`src/rtl/amp_pkg.sv`:
```
// Shared types and constants for the amplifier write-side initiator.
// Widths here are the defaults the top-level parameters are built around.
package amp_pkg;

  localparam int WR_DATA_WIDTH = 16;
  localparam int RD_DATA_WIDTH = 32;
  localparam int SCALER_WIDTH  = 16;
  localparam int TAG_WIDTH     = 8;
  localparam int RES_WIDTH     = 24;

  localparam int ERR_UNEXPECTED = 0;
  localparam int ERR_RESP       = 1;
  localparam int ERR_SCALER     = 2;

  typedef enum logic [2:0] {
    ST_IDLE,
    ST_CFG_ISSUE,
    ST_CFG_CHECK,
    ST_RUN,
    ST_DRAIN
  } amp_mst_state_e;

  typedef struct packed {
    logic [TAG_WIDTH-1:0] tag;
    logic [RES_WIDTH-1:0] res;
  } amp_res_t;

endpackage

```
`src/rtl/amp_res_fifo.sv`:
```
// First-word fall-through result FIFO with occupancy count.
// Push is dropped only when full with no pop; the master's credit check keeps that from happening.
module amp_res_fifo #(
  parameter int DEPTH = 4,
  parameter int WIDTH = 32,
  localparam int AW = (DEPTH > 1) ? $clog2(DEPTH) : 1,
  localparam int CW = $clog2(DEPTH + 1)
) (
  input  logic             clk_i,
  input  logic             rst_i,
  input  logic             push_i,
  input  logic [WIDTH-1:0] push_data_i,
  input  logic             pop_i,
  output logic [WIDTH-1:0] head_o,
  output logic             valid_o,
  output logic [CW-1:0]    count_o
);

  logic [WIDTH-1:0] mem_q [DEPTH];
  logic [AW-1:0]    wr_ptr_q, rd_ptr_q;
  logic [CW-1:0]    count_q;
  logic             do_push, do_pop;

  assign do_pop  = pop_i & (count_q != '0);
  assign do_push = push_i & ((count_q != CW'(DEPTH)) | do_pop);

  always_ff @(posedge clk_i) begin
    if (do_push) begin
      mem_q[wr_ptr_q] <= push_data_i;
    end
  end

  always_ff @(posedge clk_i or posedge rst_i) begin
    if (rst_i) begin
      wr_ptr_q <= '0;
      rd_ptr_q <= '0;
      count_q  <= '0;
    end else begin
      if (do_push) wr_ptr_q <= wr_ptr_q + 1'b1;
      if (do_pop)  rd_ptr_q <= rd_ptr_q + 1'b1;
      count_q <= count_q + CW'(do_push) - CW'(do_pop);
    end
  end

  assign head_o  = mem_q[rd_ptr_q];
  assign valid_o = (count_q != '0);
  assign count_o = count_q;

endmodule

```
`src/rtl/amp_master.sv`:
```
// Write-side initiator for the amplifier: issues scaler/base writes, tracks tags
// through a latency-matched shift register and queues checked results for downstream.
module amp_master #(
  parameter int WR_DATA_WIDTH = 16,
  parameter int RD_DATA_WIDTH = 32,
  parameter int SCALER_WIDTH  = 16,
  parameter int AMP_LAT       = 1,
  parameter int RES_DEPTH     = 4
) (
  input  logic                          clk_i,
  input  logic                          rst_i,
  input  logic                          cfg_valid_i,
  output logic                          cfg_ready_o,
  input  logic [SCALER_WIDTH-1:0]       cfg_scaler_i,
  input  logic                          base_valid_i,
  output logic                          base_ready_o,
  input  logic [7:0]                    base_data_i,
  output logic                          amp_wr_en_o,
  output logic                          amp_set_scaler_o,
  output logic [WR_DATA_WIDTH-1:0]      amp_wr_data_o,
  input  logic                          amp_rd_val_i,
  input  logic [RD_DATA_WIDTH-1:0]      amp_rd_data_i,
  input  logic [SCALER_WIDTH-1:0]       amp_scaler_i,
  output logic                          res_valid_o,
  input  logic                          res_ready_i,
  output logic [amp_pkg::RES_WIDTH-1:0] res_data_o,
  output logic [amp_pkg::TAG_WIDTH-1:0] res_tag_o,
  output logic [2:0]                    err_o,
  output logic                          busy_o
);
  import amp_pkg::*;

  localparam int STAGES = AMP_LAT + 1;
  localparam int CNT_W  = $clog2(RES_DEPTH + 1);
  localparam int CRED_W = CNT_W + 8;
  localparam int LAT_W  = (AMP_LAT > 1) ? $clog2(AMP_LAT) : 1;
  localparam int RES_W  = $bits(amp_res_t);

  amp_mst_state_e           state_q, state_d;
  logic [TAG_WIDTH-1:0]     tag_q, tag_d;
  logic [SCALER_WIDTH-1:0]  scaler_q, scaler_d;
  logic                     wr_en_q, wr_en_d, set_q, set_d;
  logic [WR_DATA_WIDTH-1:0] wr_data_q, wr_data_d;
  logic [2:0]               err_q, err_d;
  logic [LAT_W-1:0]         chk_q, chk_d;

  logic                 vld_q   [STAGES];
  logic                 vld_in  [STAGES];
  logic [TAG_WIDTH-1:0] ptag_q  [STAGES];
  logic [TAG_WIDTH-1:0] ptag_in [STAGES];

  logic                 base_hs, take_cfg, credit_ok;
  logic [CRED_W-1:0]    inflight;
  logic [CNT_W-1:0]     fifo_count;
  logic                 fifo_push, fifo_valid;
  logic                 tail_vld;
  logic [TAG_WIDTH-1:0] tail_tag, rsp_tag;
  amp_res_t             push_data, head_data;

  // Stage 0 coincides with the write on the bus; the tail lines up with rd_val.
  for (genvar gi = 0; gi < STAGES; gi++) begin : g_stage
    if (gi == 0) begin : g_head
      assign vld_in[gi]  = base_hs;
      assign ptag_in[gi] = tag_q;
    end else begin : g_body
      assign vld_in[gi]  = vld_q[gi-1];
      assign ptag_in[gi] = ptag_q[gi-1];
    end

    always_ff @(posedge clk_i or posedge rst_i) begin
      if (rst_i) begin
        vld_q[gi]  <= 1'b0;
        ptag_q[gi] <= '0;
      end else begin
        vld_q[gi]  <= vld_in[gi];
        ptag_q[gi] <= ptag_in[gi];
      end
    end
  end

  always_comb begin
    inflight = '0;
    for (int i = 0; i < STAGES; i++) begin
      inflight = inflight + CRED_W'(vld_q[i]);
    end
  end

  assign credit_ok = (CRED_W'(fifo_count) + inflight) < CRED_W'(RES_DEPTH);
  assign tail_vld  = vld_q[STAGES-1];
  assign tail_tag  = ptag_q[STAGES-1];
  assign rsp_tag   = amp_rd_data_i[RD_DATA_WIDTH-1 -: TAG_WIDTH];
  assign fifo_push = tail_vld & amp_rd_val_i;
  // A mismatched tag is still queued, but under the tag we expected.
  assign push_data = {tail_tag, amp_rd_data_i[RES_WIDTH-1:0]};

  always_comb begin
    state_d      = state_q;
    tag_d        = tag_q;
    scaler_d     = scaler_q;
    wr_en_d      = 1'b0;
    set_d        = 1'b0;
    wr_data_d    = wr_data_q;
    chk_d        = chk_q;
    err_d        = err_q;
    cfg_ready_o  = 1'b0;
    base_ready_o = 1'b0;
    base_hs      = 1'b0;
    take_cfg     = 1'b0;

    case (state_q)
      ST_IDLE: begin
        cfg_ready_o = 1'b1;
        take_cfg    = cfg_valid_i;
      end
      ST_CFG_ISSUE: begin
        state_d = ST_CFG_CHECK;
        chk_d   = '0;
      end
      ST_CFG_CHECK: begin
        if (chk_q == LAT_W'(AMP_LAT - 1)) begin
          if (amp_scaler_i != scaler_q) err_d[ERR_SCALER] = 1'b1;
          state_d = ST_RUN;
        end else begin
          chk_d = chk_q + 1'b1;
        end
      end
      ST_RUN: begin
        if (cfg_valid_i) begin
          if (inflight == '0) begin
            cfg_ready_o = 1'b1;
            take_cfg    = 1'b1;
          end else begin
            state_d = ST_DRAIN;
          end
        end else begin
          base_ready_o = credit_ok;
          base_hs      = base_valid_i & credit_ok;
        end
      end
      ST_DRAIN: begin
        if (inflight == '0) begin
          cfg_ready_o = 1'b1;
          if (cfg_valid_i) take_cfg = 1'b1;
          else             state_d  = ST_RUN;
        end
      end
      default: state_d = ST_IDLE;
    endcase

    if (take_cfg) begin
      scaler_d  = cfg_scaler_i;
      wr_en_d   = 1'b1;
      set_d     = 1'b1;
      wr_data_d = WR_DATA_WIDTH'(cfg_scaler_i);
      state_d   = ST_CFG_ISSUE;
    end
    if (base_hs) begin
      wr_en_d   = 1'b1;
      wr_data_d = WR_DATA_WIDTH'({tag_q, base_data_i});
      tag_d     = tag_q + 1'b1;
    end

    if (tail_vld && (!amp_rd_val_i || (rsp_tag != tail_tag))) err_d[ERR_RESP] = 1'b1;
    if (!tail_vld && amp_rd_val_i) err_d[ERR_UNEXPECTED] = 1'b1;
  end

  always_ff @(posedge clk_i or posedge rst_i) begin
    if (rst_i) begin
      state_q   <= ST_IDLE;
      tag_q     <= '0;
      scaler_q  <= '0;
      wr_en_q   <= 1'b0;
      set_q     <= 1'b0;
      wr_data_q <= '0;
      err_q     <= '0;
      chk_q     <= '0;
    end else begin
      state_q   <= state_d;
      tag_q     <= tag_d;
      scaler_q  <= scaler_d;
      wr_en_q   <= wr_en_d;
      set_q     <= set_d;
      wr_data_q <= wr_data_d;
      err_q     <= err_d;
      chk_q     <= chk_d;
    end
  end

  amp_res_fifo #(
    .DEPTH (RES_DEPTH),
    .WIDTH (RES_W)
  ) u_res_fifo (
    .clk_i       (clk_i),
    .rst_i       (rst_i),
    .push_i      (fifo_push),
    .push_data_i (push_data),
    .pop_i       (res_ready_i),
    .head_o      (head_data),
    .valid_o     (fifo_valid),
    .count_o     (fifo_count)
  );

  assign amp_wr_en_o      = wr_en_q;
  assign amp_set_scaler_o = set_q;
  assign amp_wr_data_o    = wr_data_q;
  assign res_valid_o      = fifo_valid;
  assign res_data_o       = head_data.res;
  assign res_tag_o        = head_data.tag;
  assign err_o            = err_q;
  assign busy_o           = ((state_q != ST_IDLE) && (state_q != ST_RUN)) || (inflight != '0);

endmodule

```
`config.mk`:
```
export PLATFORM = sky130hd
export DESIGN_NAME = amp_master
export DESIGN_NICKNAME = d
export VERILOG_FILES = /design/src/rtl/amp_pkg.sv /design/src/rtl/amp_res_fifo.sv /design/src/rtl/amp_master.sv
export SDC_FILE = /design/constraint.sdc
export NUM_CORES = 1
export LEC_CHECK = 0
export ABC_CLOCK_PERIOD_IN_PS = 2400
export CORE_MARGIN = 2
export CORE_UTILIZATION = 48
export CTS_CLUSTER_SIZE = 14
export DETAILED_ROUTE_END_ITERATION = 10
export PLACE_DENSITY_LB_ADDON = 0.12
export SYNTH_ARGS = -nofsm -noshare
export SYNTH_HDL_FRONTEND = slang
export SYNTH_HIERARCHICAL = 1
export SYNTH_SLANG_ARGS = --single-unit
```
`constraint.sdc`:
```
create_clock -name clk_i -period 2.4 [get_ports clk_i]
set_input_delay 0.48 -clock clk_i [delete_from_list [all_inputs] [get_ports clk_i]]
set_output_delay 0.48 -clock clk_i [all_outputs]
set_load 0.01 [all_outputs]
```
* Word-level counts from Yosys, hierarchy flattened
Memories as Yosys holds them, arrays and structs flattened.
Cells that the tools add are included.
** Operators by class
- Order comparisons :: 1
- $add $sub $neg :: 8
- Equal/unequal tests :: 14
- Multiplexer cells :: 25
- Reduce and logical (&&, ||, !) cells :: 16
- Bitwise operators :: 6
** Operators with widths (number)
- two-way mux 16 bit :: 2
- two-way mux 3 bit :: 6
- inequality test 3 bit, second input constant :: 6
- inequality test 16 bit :: 1
- case mux 3 bit (5 select lines) :: 1
- two-way mux 1 bit :: 13
- zero test 11 bit :: 1
- nonzero test 11 bit :: 1
- adder 8 x 1 -> 8 bit, second input constant :: 1
- inequality test 8 bit :: 1
- == test 3 x 2 -> 1 bit, second input constant :: 2
- case mux 1 bit (3 select lines) :: 2
- AND reduction 6 bit :: 1
- nonzero test 3 bit :: 2
- adder 2 x 1 -> 2 bit, second input constant :: 2
- adder 3 x 2 -> 4 bit :: 1
- AND 1 bit :: 4
- less-than comparator 4 x 3 -> 1 bit, second input constant :: 1
- nonzero test 2 bit :: 2
- adder 3 x 1 -> 3 bit :: 1
- == test 3 x 1 -> 1 bit, second input constant :: 1
- == test 3 bit, second input constant :: 1
- logical AND 1 bit :: 3
- zero test 3 bit :: 1
- 11 further kinds :: 13
** Word-level totals
- Word-level logic and storage cells :: 88
- Output and inout bits :: 57
- Register bits :: 74
- Input port bits :: 78
- Memories kept :: 1
- Bits in writable memories :: 128
** Memories
- u_res_fifo.mem_q :: words 4, bits a word 32, rd ports 1, clocked after Yosys merged registers in 0, write ports 1, line amp_res_fifo.sv:19 : logic [WIDTH-1:0] mem_q [DEPTH];

* Longest topological paths before layout
- Word-level depth :: 7
- Depth in mapped cells :: 10
- Depth with buffers taken out :: 10

* By module
Netlist, hierarchy kept.
** By module, submodules not included
- amp_res_fifo :: cells an instance 204, instances 1, seq. area each 4018.9 µm², area each 5023.6 µm²
- amp_master :: cells an instance 224, instances 1, seq. area each 1651.6 µm², area each 2790.2 µm²

* Least setup slack after synthesis
No wires, ideal clock.
- Path type :: register -> register
- Start :: register u_res_fifo.count_q[2] (netlist: u_res_fifo/count_o[2])
- End :: register u_res_fifo.count_q[2] (netlist: u_res_fifo/count_o[2])
- Setup time :: 0.128 ns
- Required time :: 2.272 ns
- Path slack :: 0.177 ns
- Clock period less this slack :: 2.223 ns
- Data arrival time :: 2.095 ns
- Path buffers :: 0
- Cell stages (with the launch flop) :: 11
- Cell sequence :: dfrtp_1 -> inv_2 -> o41a_1 -> inv_1 -> ha_1 -> inv_1 -> ha_1 -> inv_1 -> fa_1 -> xnor2_1 -> xnor2_1
** Between the ends
- Cells in the longest elaborated chain, start to end :: 6
- Elaborated cells between the ends (all ways) :: 7
- Those cells by class :: add/sub (2); eq/ne (1); bitwise (3); reduce/logical (1)
** RTL lines
- start, declared :: line amp_res_fifo.sv:21 : logic [CW-1:0] count_q;
- start signal, assigned :: line amp_res_fifo.sv:41 : count_q <= count_q + CW'(do_push) - CW'(do_pop);
- nonzero test 3 bit :: line amp_res_fifo.sv:24 : assign do_pop = pop_i & (count_q != '0);
- AND 1 bit :: line amp_res_fifo.sv:24
- bitwise OR 1 bit :: line amp_res_fifo.sv:25 : assign do_push = push_i & ((count_q != CW'(DEPTH)) | do_pop);
- AND 1 bit :: line amp_res_fifo.sv:25
- adder 3 x 1 -> 3 bit :: line amp_res_fifo.sv:41
- subtractor 3 x 1 -> 3 bit * :: line amp_res_fifo.sv:41
Mark *: on every way between the ends. The rest lies on a longest branch, timed or not.
A chain may end at the register's enable or synchronous reset.

* Final worst setup path
- Start :: register u_res_fifo.rd_ptr_q[0]
- End :: output res_tag_o[1] in the netlist's numbering
** Between the ends
- Cells in the longest elaborated chain, start to end :: 1
** RTL lines
- start, declared :: line amp_res_fifo.sv:20 : logic [AW-1:0] wr_ptr_q, rd_ptr_q;
- start signal, assigned :: line amp_res_fifo.sv:40 : if (do_pop) rd_ptr_q <= rd_ptr_q + 1'b1;
- memory read (4 x 32 bit)
- end, declared :: line amp_master.sv:27 : output logic [amp_pkg::TAG_WIDTH-1:0] res_tag_o,
Every way passes these cells.

==> impl_metrics.csv <==
group,metric,value,unit
finish,final-seq-area,5674,um2
critical_path,crit_top_cell,"buf_4",
die,fp.dieH,131.6,um
yosys,synthTopCellsByArea,"edfxtp_1 49%, dfrtp_1 23%, mux4_2 9.2%, xor2_1 2.7%, ha_1 1.6%",
critical_path,cpMaxStageDelayCell,"mux4_2",
yosys,synth_edf_count,128,
critical_path,cp_top_family,"buffers and inverters",
routing,first_iter_violations,172,
timing,maxSlewViolCount,0,
finish,drive_above_1_share,22.37,%
finish,final_area,10290,um2
yosys,synth_nets,517,
global_route,grt_pass1_wl,24510,um
global_route,antenna_found_initial,0,
timing,setup_violations,0,
finish,area_growth,31.74,%
yosys,avgSynthCellArea,18.26,um2
critical_path,cp-start-kind,"register",
global_route,grt_max_degree,67,
min_path,worstHoldPathType,"in2async",
clocking,clk_latency,480,ps
placed_design,routabilityCongestion,0.7842,
yosys,ys_seq_elements,201,
routing,met1_length,6424,um
critical_path,cp_num_buf_inv,4,
yosys,synth_flop_cell,"edfxtp_1",
clocking,cts_made_buffers,20,
yosys,syn-instance-count,428,
timing,worst_slew_pin_slew,422.1,ps
die,row_count,46,
clocking,clk_pin_slew,60,ps
die,io_pins,135,
timing,fin_crit_sh,99.84,%
routing,met3_length,1070,um
yosys,ys_seq_area_share,72.57,%
pwr,power,11.24,mW
yosys,synth.distinct_cells,44,
routing,drc,0,
finish,multi_input_area,2012,um2
critical_path,end_kind,"output pin",
clocking,clock_sinks,201,
timing,relSlewSlack,71.60,%
pwr,power_density,1092,nW/um2
finish,final_nets,692,
placed_design,io_buffer_count,134,
die,die-area,17310,um2
clocking,cts_tree,"built",
clocking,clockRootBuffer,"clkbuf_16",
timing,hold_slack,284.7,ps
critical_path,critPathKind,"reg2out",
die,start_util,49.19,%
routing,wl_per_cell,18.23,um
finish,antennaDiodeCount,0,
timing,rsz0062_at_grt,"true",
die,fp.dieW,131.6,um
job,maxCapViolations,0,
global_route,grt_pass1_vias,4629,
routing,ant_nets,0,
critical_path,critical_path.max_stage_delay,430,ps
yosys,yosysTopAreaCellShare,49.19,%
routing,met2_length,7461,um
yosys,synthesis.area,7814,um2
clocking,cts_htree_levels,1,
pwr,peakVddDrop,0.6578,mV
clocking,clockBufferDepth,3,
timing,fin_crit,2396,ps
critical_path,crit_arrival,1920,ps
critical_path,crit_required,1920,ps
routing,top_layer,"met4",
timing,fmax,417.3,MHz
placed_design,place_area,9643,um2
critical_path,worst-path-max-fanout,11,
finish,layout_common_cells,"128 x edfxtp_1, 98 x clkdlybuf4s50_1, 70 x dfrtp_1",
pwr,leakagePower,4.025,nW
finish,final_common_cell,"edfxtp_1",
placed_design,pre_cts_ws,-288.4,ps
placed_design,hpwl,9975,um
timing,clock_skew,7.580,ps
status,status,"finished, final reports clean",
yosys,synth_warnings,6,
global_route,gr-total-overflow,0,
routing,wirelength,15190,um
timing,hold_violations,0,
routing,vias_per_cell,5.088,
global_route,grt_usage,17.86,%
die,core,15890,um2
finish,nFillCells,1142,
timing,worst_slack,3.731,ps
critical_path,rrSetupSlack,90,ps
yosys,async_reset_ff_share,36.32,%
routing,num_vias,4238,
routing,firstDrtPassIters,4,
critical_path,crit_chain,"buf_4 -> buf_12 -> buf_4 -> mux4_2 -> buf_2",
yosys,yosys.area.top_type,"edfxtp_1",
[Yosys cell counts, types with 2 or more instances]
library cell    n
clkbuf_1        3
inv_2           3
a221o_1        12
buf_2           5
ha_1           10
nand4_1         7
and3_1          3
nor3_1          2
and2_1         17
a31oi_1         4
edfxtp_1      128
a21o_1         14
nand2_1        21
a21oi_1         2
nor4_1          5
nor2_1          7
mux4_2         32
buf_6           2
buf_4           6
xnor2_1        13
o21ai_0         2
inv_1          13
dfrtp_1        73
xor2_1         24
[per-layer routing]
layer	vias to the layer above	global-route usage (%)
li1	1982	-
met1	2106	23.73
met2	131	29.52
met3	19	4.938
met4	0	4.227
met5	-	0
[path summary, 6_finish.rpt]
check / startpoint / endpoint / cells past startpoint
min in group clk_i: ptag_in[2]$_DFF_PP0_ / tail_tag[2]$_DFF_PP0_ / 0
max reg2reg: u_res_fifo/count_o[1]$_DFF_PP0_ / u_res_fifo/count_o[2]$_DFF_PP0_ / 9
min: rst_i / u_res_fifo/count_o[0]$_DFF_PP0_ / 2
max in group asynchronous: rst_i / amp_wr_data_o[11]$_DFFE_PP0P_ / 3
max: u_res_fifo/rd_ptr_q[0]$_DFFE_PP0N_ / res_tag_o[1] / 5
min reg2reg: ptag_in[2]$_DFF_PP0_ / tail_tag[2]$_DFF_PP0_ / 0
[what timing repair did]
action | 4_1_cts | 5_1_grt
cloned | 1 | 0
buffers inserted | 7 | 2
gates resized for setup | 100 | 25
pin swaps | 0 | 3
setup endpoints to repair | 35 | 17
hold buffers | 0 | 0
[report_power, final]
part / internal, mW / switching [mW]
combinational: 2.03 / 1.58
sequential: 4.23 / 0.426
clock: 1.75 / 1.22
total: 8.01 / 3.23
[flip-flops by register name, indices dropped and copies added (netlist names), 2 cells and up]
name / count
ptag_in: 8
state_q: 3
u_res_fifo/mem_q: 128
tag_q: 8
amp_wr_data_o: 16
u_res_fifo/rd_ptr_q: 2
err_o: 3
scaler_q: 16
tail_tag: 8
u_res_fifo/count_o: 3
u_res_fifo/wr_ptr_q: 2
[kinds of logic (layout without fill, tap and decap cells)]
family | after synthesis | in the layout | share of synthesized area [%]
compound gates | 42 | 42 | 4.468
mux | 34 | 34 | 9.560
simple gates | 71 | 71 | 5.300
xor+xnor | 37 | 37 | 4.147
flops | 201 | 201 | 72.57
buf+inv | 32 | 221 | 2.098
fa+ha+maj | 11 | 11 | 1.857
[metrics by stage]
stage	instances	utilization (%)	setup TNS, ps
2_1_floorplan	428	-	0
3_3_place_gp	789	60.70	-412.4
3_5_place_dp	789	60.70	-723.2
4_1_cts	832	64.75	-455.7
5_1_grt	833	64.80	-179.2
6_report	833	64.80	0
[cell type report]
class	count	share of cell area (%)
flip-flops and latches	201	55.12
multi-input cells	195	19.55
repair buffers	169	16.04
clock buffers	29	5.494
well taps	216	2.626
clock inverters	7	0.5834
inverters	16	0.5834
Power figures use the tool's default switching activity.
